File: config.mk
export PLATFORM = sky130hd
export DESIGN_NAME = control_sequencer
export DESIGN_NICKNAME = d
export VERILOG_FILES = /design/src/rtl/control_sequencer.sv
export SDC_FILE = /design/constraint.sdc
export NUM_CORES = 1
export LEC_CHECK = 0
export CORE_MARGIN = 3
export CORE_UTILIZATION = 43
export CTS_BUF_LIST = sky130_fd_sc_hd__clkbuf_4
export CTS_CLUSTER_SIZE = 10
export DETAILED_ROUTE_END_ITERATION = 8
export PLACE_DENSITY = 0.81
export SYNTH_ARGS = -nofsm -noshare
export SYNTH_HDL_FRONTEND = slang
export SYNTH_SLANG_ARGS = --single-unit
File: constraint.sdc
create_clock -name clk -period 3.1 [get_ports clk]
set_input_delay 0.465 -clock clk [delete_from_list [all_inputs] [get_ports clk]]
set_output_delay 0.465 -clock clk [all_outputs]
set_load 0.02 [all_outputs]
File: src/rtl/control_sequencer.sv
// rtl/control_sequencer.sv - microcode sequencer: T-state counter and 16-bit control word
module control_sequencer #(
    parameter int STEPS     = 5,
    parameter bit EARLY_END = 1'b1
) (
    input  logic        clk,
    input  logic        clr,
    input  logic [3:0]  opcode,
    input  logic        flag_c,
    input  logic        flag_z,
    output logic [15:0] ctrl,
    output logic [2:0]  step,
    output logic        halted
);
    // control word bit positions, bit15..bit0
    localparam logic [15:0] HLT = 16'h8000;
    localparam logic [15:0] MI  = 16'h4000;
    localparam logic [15:0] RI  = 16'h2000;
    localparam logic [15:0] RO  = 16'h1000;
    localparam logic [15:0] IO  = 16'h0800;
    localparam logic [15:0] II  = 16'h0400;
    localparam logic [15:0] AI  = 16'h0200;
    localparam logic [15:0] AO  = 16'h0100;
    localparam logic [15:0] EO  = 16'h0080;
    localparam logic [15:0] SU  = 16'h0040;
    localparam logic [15:0] BI  = 16'h0020;
    localparam logic [15:0] OI  = 16'h0010;
    localparam logic [15:0] CE  = 16'h0008;
    localparam logic [15:0] CO  = 16'h0004;
    localparam logic [15:0] J   = 16'h0002;
    localparam logic [15:0] FI  = 16'h0001;

    localparam logic [3:0] OP_HLT    = 4'b1111;
    localparam logic [2:0] LAST_STEP = 3'(STEPS - 1);

    logic [2:0] step_q, step_d;
    logic       halted_q, halted_d;

    // microcode ROM: control word for a given opcode, T-state and flag pair
    function automatic logic [15:0] microword(input logic [3:0] op, input logic [2:0] s,
                                              input logic c, input logic z);
        logic [15:0] w;
        w = 16'h0000;
        if (s == 3'd0) begin
            w = CO | MI;
        end else if (s == 3'd1) begin
            w = RO | II | CE;
        end else begin
            case (op)
                4'b0001: if (s == 3'd2) w = IO | MI; else if (s == 3'd3) w = RO | AI;
                4'b0010: if (s == 3'd2) w = IO | MI; else if (s == 3'd3) w = RO | BI;
                         else if (s == 3'd4) w = EO | AI | FI;
                4'b0011: if (s == 3'd2) w = IO | MI; else if (s == 3'd3) w = RO | BI;
                         else if (s == 3'd4) w = EO | AI | SU | FI;
                4'b0100: if (s == 3'd2) w = IO | MI; else if (s == 3'd3) w = AO | RI;
                4'b0101: if (s == 3'd2) w = IO | AI;
                4'b0110: if (s == 3'd2) w = IO | J;
                4'b0111: if (s == 3'd2 && c) w = IO | J;
                4'b1000: if (s == 3'd2 && z) w = IO | J;
                4'b1110: if (s == 3'd2) w = AO | OI;
                4'b1111: if (s == 3'd2) w = HLT;
                default: w = 16'h0000;
            endcase
        end
        return w;
    endfunction

    // state register: step counter and halt latch
    always_ff @(posedge clk) begin
        if (clr) begin
            step_q   <= 3'd0;
            halted_q <= 1'b0;
        end else begin
            step_q   <= step_d;
            halted_q <= halted_d;
        end
    end

    // next step / halt decision; T0 and T1 never decide because opcode is stale in T1
    always_comb begin
        step_d   = step_q;
        halted_d = halted_q;
        if (!halted_q) begin
            if (step_q == 3'd0) begin
                step_d = 3'd1;
            end else if (step_q == 3'd1) begin
                step_d = 3'd2;
            end else if (step_q == 3'd2 && opcode == OP_HLT) begin
                halted_d = 1'b1;
            end else if (step_q >= LAST_STEP) begin
                step_d = 3'd0;
            end else if (EARLY_END && microword(opcode, 3'(step_q + 3'd1), flag_c, flag_z) == 16'h0000) begin
                step_d = 3'd0;
            end else begin
                step_d = 3'(step_q + 3'd1);
            end
        end
    end

    // control word: suppressed during reset, pinned to hlt while halted
    always_comb begin
        ctrl = 16'h0000;
        if (clr)
            ctrl = 16'h0000;
        else if (halted_q)
            ctrl = HLT;
        else
            ctrl = microword(opcode, step_q, flag_c, flag_z);
    end

    assign step   = step_q;
    assign halted = halted_q;
endmodule

==> results of run 1 <==
-- flip-flops by register name, summed over array words and instances (netlist names) --
register  count
step          3
halted        1
-- where the power goes --
| part | internal, mW | leakage [nW] | switching [mW] |
|---|---|---|---|
| Combinational | 0.200 | 0.506 | 0.233 |
| Clock | 0.0435 | 0.0138 | 0.0242 |
| Sequential | 0.0679 | 0.0329 | 0.0264 |
| Total | 0.312 | 0.553 | 0.283 |
-- worst min path at each step --
| stage | end | slack [ps] | startpoint |
|---|---|---|---|
| 2_1_floorplan | step[0] | 560 | clr |
| 3_3_place_gp | step[2] | 600 | halted |
| 3_5_place_dp | step[2] | 610 | halted |
| 4_1_cts | step[2] | 630 | halted |
| 5_1_grt | step[0] | 600 | step[0] |
| 6_report | step[0] | 580 | step[0] |
-- timing repair --
action | 4_1_cts | 5_1_grt
hold buffers | 0 | 0
gates resized for setup | 0 | 10
endpoints found under the setup margin | 0 | 8
setup buffers | 0 | 1
-- routing by layer --
| metal | vias to the layer above | global-route usage [%] |
|---|---|---|
| met3 | 4 | 6.77 |
| li1 | 403 | - |
| met4 | 0 | 5.85 |
| met2 | 34 | 30.5 |
| met1 | 353 | 26.3 |
| met5 | - | 0 |
-- layout make-up --
type / instances / share of cell area [%]
Timing Repair Buffer: 38 / 36.2
Sequential cell: 4 / 7.90
Inverter: 7 / 2.55
Multi-Input combinational cell: 72 / 49.3
Tap cell: 15 / 1.82
Clock buffer: 3 / 2.19
-- through the flow --
| step | area (µm²) | utilization, % | total power, mW |
|---|---|---|---|
| 6_report | 1030 | 75.4 | 0.595 |
| 4_1_cts | 1000 | 73.2 | 0.591 |
| 3_3_place_gp | 977 | 71.5 | 0.509 |
| 5_1_grt | 1030 | 75.4 | 0.649 |
| 2_1_floorplan | 656 | - | 0.362 |
| 3_5_place_dp | 977 | 71.5 | 0.519 |
-- worst reg2reg max path, cell delays in order (launching register included) --
cell     delay (ps)
dfxtp_1         540
inv_1            80
ha_1            320
nand2_1          70
a211o_1         280
a211o_1         310
o41ai_2         210
-- cell families after synthesis --
kind of cell             Yosys count  share of synthesized area (%)
AND/OR/NAND/NOR                   41                           35.3
flip-flops                         4                           12.2
adder cells (fa/ha/maj)            7                           13.4
multiplexers                       1                           1.53
buffers and inverters             14                           10.5
AO/OA/AOI/OAI                     23                           27.1
-- placed cells by master (no fill, tap or decap) --
cell type	Yosys	layout
a32o_1	1	1
and3_1	1	1
and4b_1	1	1
or3_1	1	1
mux2i_1	1	1
a41oi_1	1	1
inv_1	7	7
nor2b_1	3	3
or3b_4	1	1
nor4_1	2	2
nand3b_1	1	1
a211oi_1	1	1
clkdlybuf4s50_1	0	19
ha_1	7	7
o21a_1	1	1
and2_1	3	3
a2111oi_1	0	1
clkbuf_4	0	3
o21bai_1	2	2
nor3b_1	3	3
o41ai_2	1	1
nand2b_1	1	1
dlymetal6s2s_1	0	8
or2_2	1	1
a31oi_1	2	2
or4_1	2	2
nand3_1	1	1
nand2_1	4	4
nor3_1	6	6
o31ai_1	1	1
buf_4	2	11
nand4_1	1	1
nor2_1	9	9
a21oi_1	5	5
dfxtp_2	0	1
a211o_1	2	2
a31o_2	3	3
dfxtp_1	4	3
o211ai_1	2	2
==> metrics.txt, run 1 <==
core outline area ~0.0014 mm²; pwr dens around 580 mW/mm²; critical path's top delay family buffers and inverters; top-count cell post-synth nor2_1; asr flop ratio synth 0%; Placement Rows 13; first-pass GRT wire length roughly 3000 µm; CP max stage delay ~600 ps; status finished clean; grt ovf 0; Synth Warn # 0; # IOs 28; highest-delay cell along the critical path clkdlybuf4s50_1; CP Max Fanout 8; clock slew at reported path FFs roughly 40 ps; htree depth 1; Slew Viols, Final 0; Final setup viols 0; routability cong. ~0.82; share of the yosys chip area belonging to registers between 10% and 20%; maxcap violations 0; placed insts between 100 and 150; Port-buffer cells 27; die height between 40 and 50 µm; Non-Filler Instances ~140; worst r2r dst step[0]; WS Path Type in2out; cell taking the most area after synthesis ha_1; Multi-input gate area around 500 µm²; Final #Nets between 100 and 150; crit share post-route between 90% and 100%; highest routed layer met4; dpl ws roughly 46 ps; syn nets between 100 and 150; CTS Buffer Depth 2; number of iterations in the first detailed-routing pass 4; DRC Markers 0; Startpoint Class input port; Worst slew margin 70.0%; largest net degree at the start of global routing 13; Post-Syn Instances 90; final worst slack around 110 ps; starting DRC count in detailed routing 22; vias in the first global route 696; Max VDD drop 0.505 mV; CP dominant cell by count clkdlybuf4s50_1; Root Buffer clkbuf_4; worst r2r path cells 6; FF+latch count, synth 4; Hold Slack 575 ps; critical path depth 5; synth top area cells ha_1 13%, dfxtp_1 12%, nor2_1 5.2%; Initial Util 48.0%; ratio of cells with drive above 1 in the final layout between 10% and 20%; worst setup path endpoint ctrl[13]; overall routed net length ~1800 µm; die width between 40 and 50 µm; RSZ-0062 raised after global routing no; vias 794; CP cell instances clkdlybuf4s50_1, or3b_4, or3_1, nor2_1, clkdlybuf4s50_1; TritonCTS clock tree yes; CTS Sinks 4; post-synth top area share 13.4%; CP Buf/Inv Count 2; ANT cells 0; die area around 0.0020 mm²; Synth-to-Final Area Change 57.1%; Critical Path Start opcode[0]; Post-synth EDFFs 0; Routed Antenna Nets 0; Period minus WS final roughly 3000 ps; R2R Path Start step[2]; Fin. Hold Viols 0; Pleak 0.553 nW; met3 wire length approximately 120 µm; CP Data Arrival Time between 2000 and 3000 ps; Hold Crit Depth 2; Crit path required time around 2600 ps; DR WL met2 between 800 and 900 µm; Num CTS Buffers 3; Clk Latency, worst-skew pair approximately 240 ps; final clock skew 7.88 ps; wire per inst about 13 µm; Via-to-Cell Ratio 5.71; DP HPWL approximately 1500 µm; mapped cell area between 600 and 700 µm²; Post-Syn Area per Cell approximately 7.3 µm²; CP endpoint kind output port; Yosys cell types 38; FMAX about 330 MHz; M1 WL 835 µm; initial antenna violation count 0; Primary FF master, synth dfxtp_1; worst slew pin tran approximately 450 ps; top post-synthesis cells by count 9 x nor2_1, 7 x ha_1, 7 x inv_1, 6 x nor3_1, 5 x a21oi_1; Fill cells around 100; setup TNS 0 ps; GRT Total Usage approximately a fifth; R2R setup slack 1180 ps; Hold Path Class reg2reg; register area roughly 81 µm²
Note: power is estimated with default switching activity, not from simulation.
==> inputs of run 2 (changes only) <==
--- a/config.mk
+++ b/config.mk
@@ -5,7 +5,8 @@
 export SDC_FILE = /design/constraint.sdc
 export NUM_CORES = 1
 export LEC_CHECK = 0
-export CORE_MARGIN = 3
+export CAP_MARGIN = 20
+export CORE_MARGIN = 2
 export CORE_UTILIZATION = 43
 export CTS_BUF_LIST = sky130_fd_sc_hd__clkbuf_4
 export CTS_CLUSTER_SIZE = 10
==> run 2 against run 1 <==
Worst hold slack better by 11 ps; sequential power increased by 2%; critical endpoint is now ctrl[12]; critical path type unchanged; sequential share of layout area rose by 0.13 points; fmax is 0.34% higher; via count increased by 1.8%; clock-buffer cell count unchanged; setup slack better by 10 ps; combinational power shrank 1%; core utilization is 6.5 points lower.
==> metrics.txt, run 2 (synthesis gave the netlist of run 1 again) <==
Num CTS Buffers 3 (unchanged); die width 43.0 µm (was 45.0 µm); crit share post-route 96.0% (was 96.3%); pwr dens 578 mW/mm² (about the same); worst slew pin tran 382 ps (was 448 ps); Pleak 0.507 nW (was 0.553 nW); Crit path required time 2630 ps (about the same); ANT cells 0 (unchanged); ratio of cells with drive above 1 in the final layout 15.6% (was 16.9%); DRC Markers 0 (unchanged); Initial Util 44.6% (was 48.0%); Fill cells 132 (was 104); CP Data Arrival Time 2510 ps (was 2520 ps); initial antenna violation count 0 (unchanged); max FFs per register 3 (unchanged); CP Max Fanout 7 (was 8); WS Path Type in2out (unchanged); status finished clean (unchanged); Fin. Hold Viols 0 (unchanged); clock slew at reported path FFs 40 ps (about the same); vias in the first global route 698 (was 696); cts hold-fix bufs 0 (unchanged); most frequent cells in the layout 20 x clkdlybuf4s50_1, 9 x nor2_1, 9 x buf_4 (was 19 x clkdlybuf4s50_1, 11 x buf_4, 9 x nor2_1, 8 x dlymetal6s2s_1); register area 81.3 µm² (unchanged); GRT Total Usage 20.3% (was 19.9%); Max VDD drop 0.475 mV (was 0.505 mV); R2R Path Start step[2] (unchanged); maxcap violations 0 (unchanged); vias 808 (was 794); Worst slew margin 74.5% (was 70.0%); final clock skew 3.60 ps (was 7.88 ps); Final setup viols 0 (unchanged); fin util 68.9% (was 75.4%); Hold Path Class reg2reg (unchanged); Multi-input gate area 508 µm² (unchanged); Final #Nets 139 (was 141); RSZ-0062 raised after global routing no (unchanged); R2R setup slack 1170 ps (was 1180 ps); Slew Viols, Final 0 (unchanged); die height 43.0 µm (was 45.0 µm); Synth-to-Final Area Change 54.6% (was 57.1%); grt ovf 0 (unchanged); Routed Antenna Nets 0 (unchanged); htree depth 1 (unchanged); CP endpoint kind output port (unchanged); Placement Rows 14 (was 13); worst setup path endpoint ctrl[12] (was ctrl[13]); wire per inst 12.8 µm (was 12.9 µm); core outline area 0.00147 mm² (was 0.00137 mm²); worst r2r dst step[0] (unchanged); setup TNS 0 ps (unchanged); die area 0.00185 mm² (was 0.00203 mm²); Clk Latency, worst-skew pair 230 ps (was 240 ps); Period minus WS final 2980 ps (was 2990 ps); first-pass GRT wire length 3020 µm (was 3030 µm); overall routed net length 1770 µm (was 1790 µm); commonest non-fill, non-tap cell in the layout clkdlybuf4s50_1 (unchanged); routability cong. 0.821 (was 0.825); Critical Path Start opcode[0] (unchanged); Via-to-Cell Ratio 5.86 (was 5.71); CTS Buffer Depth 2 (unchanged); FMAX 336 MHz (was 335 MHz); Port-buffer cells 27 (unchanged); CTS Sinks 4 (unchanged); DP HPWL 1410 µm (was 1450 µm); Startpoint Class input port (unchanged); number of iterations in the first detailed-routing pass 4 (unchanged); PnR Total Power 0.586 mW (was 0.595 mW); Root Buffer clkbuf_4 (unchanged); largest net degree at the start of global routing 13 (unchanged); # IOs 28 (unchanged); TritonCTS clock tree yes (unchanged); worst r2r path cells 6 (unchanged); starting DRC count in detailed routing 19 (was 22)
==> run 2: final cells by class <==
cell class              instances  share of cell area, %
multi-input cells              72                   50.1
repair buffers                 36                   35.1
flip-flops and latches          4                   8.02
inverters                       7                   2.59
clock buffers                   3                   2.22
well taps                      16                   1.98
==> run 2: worst min path at each step <==
stage / startpoint / endpoint / cells after the start
global route: step[0] / step[0] / 2
detailed placement: halted / step[2] / 1
CTS: halted / step[2] / 1
global placement: halted / step[2] / 1
finish: step[0] / step[0] / 2
floorplan: clr / step[0] / 1
==> run 2: timing repair <==
item | 4_1_cts | 5_1_grt
endpoints found under the hold margin | 0 | 0
gates resized for setup | 0 | 9
setup buffers | 0 | 0
endpoints found under the setup margin | 0 | 10
==> run 2: per-layer routing <==
metal,global-route usage (%),routed length (µm),vias up
met2,33.6,813,36
li1,-,-,395
met5,0,0,-
met1,28.1,821,373
met4,5.45,31,0
met3,1.70,99,4
==> run 2: report_power, final <==
group          leakage, nW  switching [mW]  internal (mW)
combinational        0.460           0.229          0.199
clock               0.0138          0.0192         0.0432
sequential          0.0329          0.0278         0.0680
==> run 2: worst max-delay path, stage by stage <==
cell	delay [ps]
clkdlybuf4s50_1	610
buf_4	170
nor2_1	50
or4_1	470
o21bai_1	130
clkdlybuf4s50_1	610
==> run 2: through the flow <==
step	worst slack, ps	area (µm²)	hold slack [ps]	cells
2_1_floorplan	388	656	564	90
5_1_grt	26.4	1010	613	138
4_1_cts	0.395	993	616	138
3_3_place_gp	56.3	971	601	135
3_5_place_dp	-2.25	971	609	135
6_report	125	1010	586	138
==> RTL change (config.mk and constraints of run 2) <==
Register the inputs `clr`, `opcode`, `flag_c` and `flag_z` before use. The logic sees them one clock later.
--- a/src/rtl/control_sequencer.sv
+++ b/src/rtl/control_sequencer.sv
@@ -35,2 +35,14 @@
 
+    logic clr_q;
+    logic [3:0] opcode_q;
+    logic flag_c_q;
+    logic flag_z_q;
+
+    always_ff @(posedge clk) begin
+        clr_q    <= clr;
+        opcode_q <= opcode;
+        flag_c_q <= flag_c;
+        flag_z_q <= flag_z;
+    end
+
     logic [2:0] step_q, step_d;
@@ -69,3 +81,3 @@
     always_ff @(posedge clk) begin
-        if (clr) begin
+        if (clr_q) begin
             step_q   <= 3'd0;
@@ -87,3 +99,3 @@
                 step_d = 3'd2;
-            end else if (step_q == 3'd2 && opcode == OP_HLT) begin
+            end else if (step_q == 3'd2 && opcode_q == OP_HLT) begin
                 halted_d = 1'b1;
@@ -91,3 +103,3 @@
                 step_d = 3'd0;
-            end else if (EARLY_END && microword(opcode, 3'(step_q + 3'd1), flag_c, flag_z) == 16'h0000) begin
+            end else if (EARLY_END && microword(opcode_q, 3'(step_q + 3'd1), flag_c_q, flag_z_q) == 16'h0000) begin
                 step_d = 3'd0;
@@ -102,3 +114,3 @@
         ctrl = 16'h0000;
-        if (clr)
+        if (clr_q)
             ctrl = 16'h0000;
@@ -107,3 +119,3 @@
         else
-            ctrl = microword(opcode, step_q, flag_c, flag_z);
+            ctrl = microword(opcode_q, step_q, flag_c_q, flag_z_q);
     end
Formal check against the unedited RTL: not equivalent (Yosys sat finds a counterexample within 4 cycles, from zero or initial values).
==> RTL change against run 2 <==
Setup slack better by 0.027 ns; die area is 30% higher; non-clock buffer count is 8 lower; routed wire length is 20% higher; power is 20% higher; sequential cell count is 7 higher; cell area is 16% higher; cell count is 13% higher; synthesized area is 33% higher; critical path type is now register to output port; largest cell class unchanged; largest power group unchanged.
==> RTL change: results (changes against run 2) <==
outcome = finished, final reports clean
Post-Place Cell Area = 0.00113 mm^2 (+16%)
Worst EP arrival = 2.48 ns (-0.03 ns)
hold slack = 0.490 ns (-0.0953 ns)
fraction of area in clock buffers and inverters = 0.0256 (+0.00336)
fillers = 190 (+44%)
CLK BUF = 4 (+1)
Storage cell area = 224 um^2 (+180%)
HPWL after DPL = 1620 um (+15%)
area taken by multi-input logic gates = 577 um^2 (+14%)
Worst Skew = 0.00228 ns (-0.00132 ns)
GR Util All Layers = 0.186 (-0.0171)
worst skew pair latency = 0.26 ns (+0.03 ns)
Min-Delay Endpoint = halted
WL/cell = 13.6 um (+6.3%)
FF-to-FF End = step[1]
most frequent cells after synthesis = 11 x dfxtp_1, 10 x nand2_1, 9 x a21oi_1, 8 x ha_1, 8 x inv_1
# Taps = 27 (+11)
layout cells sized above 1 = 0.163 (+0.00705)
crit-path max FO = 6 (-1)
clk slew on worst S/H paths = 0.06 ns (+0.02 ns)
delay-heaviest family, CP = simple AND/OR/NAND/NOR gates
vias in the first global route = 775 (+11%)
first-pass GRT wire length = 3470 um (+15%)
largest net degree at the start of global routing = 16 (+3)
hold-critical path depth = 1 (-1)
Synth top area share = 0.252 (+0.119)
worst r2r path cells = 7 (+1)
drt initial violations = 21 (+2)
crit-path max cell delay = 0.60 ns
gpl congestion = 0.846 (+3.0%)
non-clock buffer total of the final layout = 28 (-22%)
worst-margin pin slew = 0.519 ns (+0.138 ns)
Syn Nets = 119 (+13%)
Root Driver = clkbuf_4
Nets = 146 (+5.0%)
nonclk inv count = 8 (+1)
Lkg Pwr = 0.466 nW (-8.0%)
reg-to-reg startpoint = step[0]
register area share after synthesis = 0.252 (+0.130)
synth unique cells = 41 (+7.9%)
Yosys reg bits = 11 (+7)
Net Sw Frac = 0.431 (-0.0391)
peak supply drop = 0.000579 V (+22%)
Hold Crit Start = clr_q
non-filler cells, final = 156 (+13%)
Layout non-clock buf frac = 0.238 (-0.113)
number of multi-input logic gates = 78 (+8.3%)
Syn Area/Cell = 8.48 um^2 (+16%)
sequential share of power = 0.275 (+0.111)
Vias = 852 (+5.4%)
-- RTL change: through the flow --
| stage | utilization | total power [mW] | worst slack [ns] |
|---|---|---|---|
| after floorplan | - | 0.462 | 0.429 |
| after global placement | 0.582 | 0.577 | 0.277 |
| after detailed placement | 0.582 | 0.589 | 0.185 |
| after CTS | 0.601 | 0.697 | 0.0688 |
| after global routing | 0.604 | 0.751 | 0.00372 |
| final | 0.604 | 0.706 | 0.152 |
-- RTL change: worst register-to-register path, delay by kind of cell (launching register included) --
| family | cells | cell delay [ns] |
|---|---|---|
| simple gates | 3 | 0.85 |
| compound gates | 2 | 0.39 |
| flops | 1 | 0.38 |
| fa+ha+maj | 1 | 0.26 |
| buf+inv | 1 | 0.10 |
-- RTL change: layer usage --
| metal | wire (um) | vias up | GRT usage |
|---|---|---|---|
| met3 | 103 | 5 | 0.0184 |
| met2 | 994 | 38 | 0.313 |
| met5 | 0 | - | 0 |
| met4 | 48 | 0 | 0.114 |
| met1 | 975 | 383 | 0.226 |
| li1 | - | 426 | - |
-- RTL change: how the worst max path moves through the flow --
stage	from	end	cells past startpoint
global placement	step[0]	ctrl[15]	6
finish	step[1]	ctrl[8]	6
detailed placement	step[0]	ctrl[15]	6
floorplan	step[1]	ctrl[8]	5
global route	step[0]	ctrl[8]	7
CTS	step[1]	ctrl[14]	5
-- RTL change: cells by family after synthesis --
kind of cell | Yosys count | share of synthesized area
AO/OA/AOI/OAI | 25 | 0.203
adder cells (fa/ha/maj) | 8 | 0.115
buffers and inverters | 14 | 0.0974
flip-flops | 11 | 0.252
multiplexers | 1 | 0.0115
AND/OR/NAND/NOR | 44 | 0.321
-- RTL change: repair_timing --
item,in CTS,in global routing
setup endpoints to repair,2,3
resized for setup,3,4
setup buffers,0,0
cloned,0,0
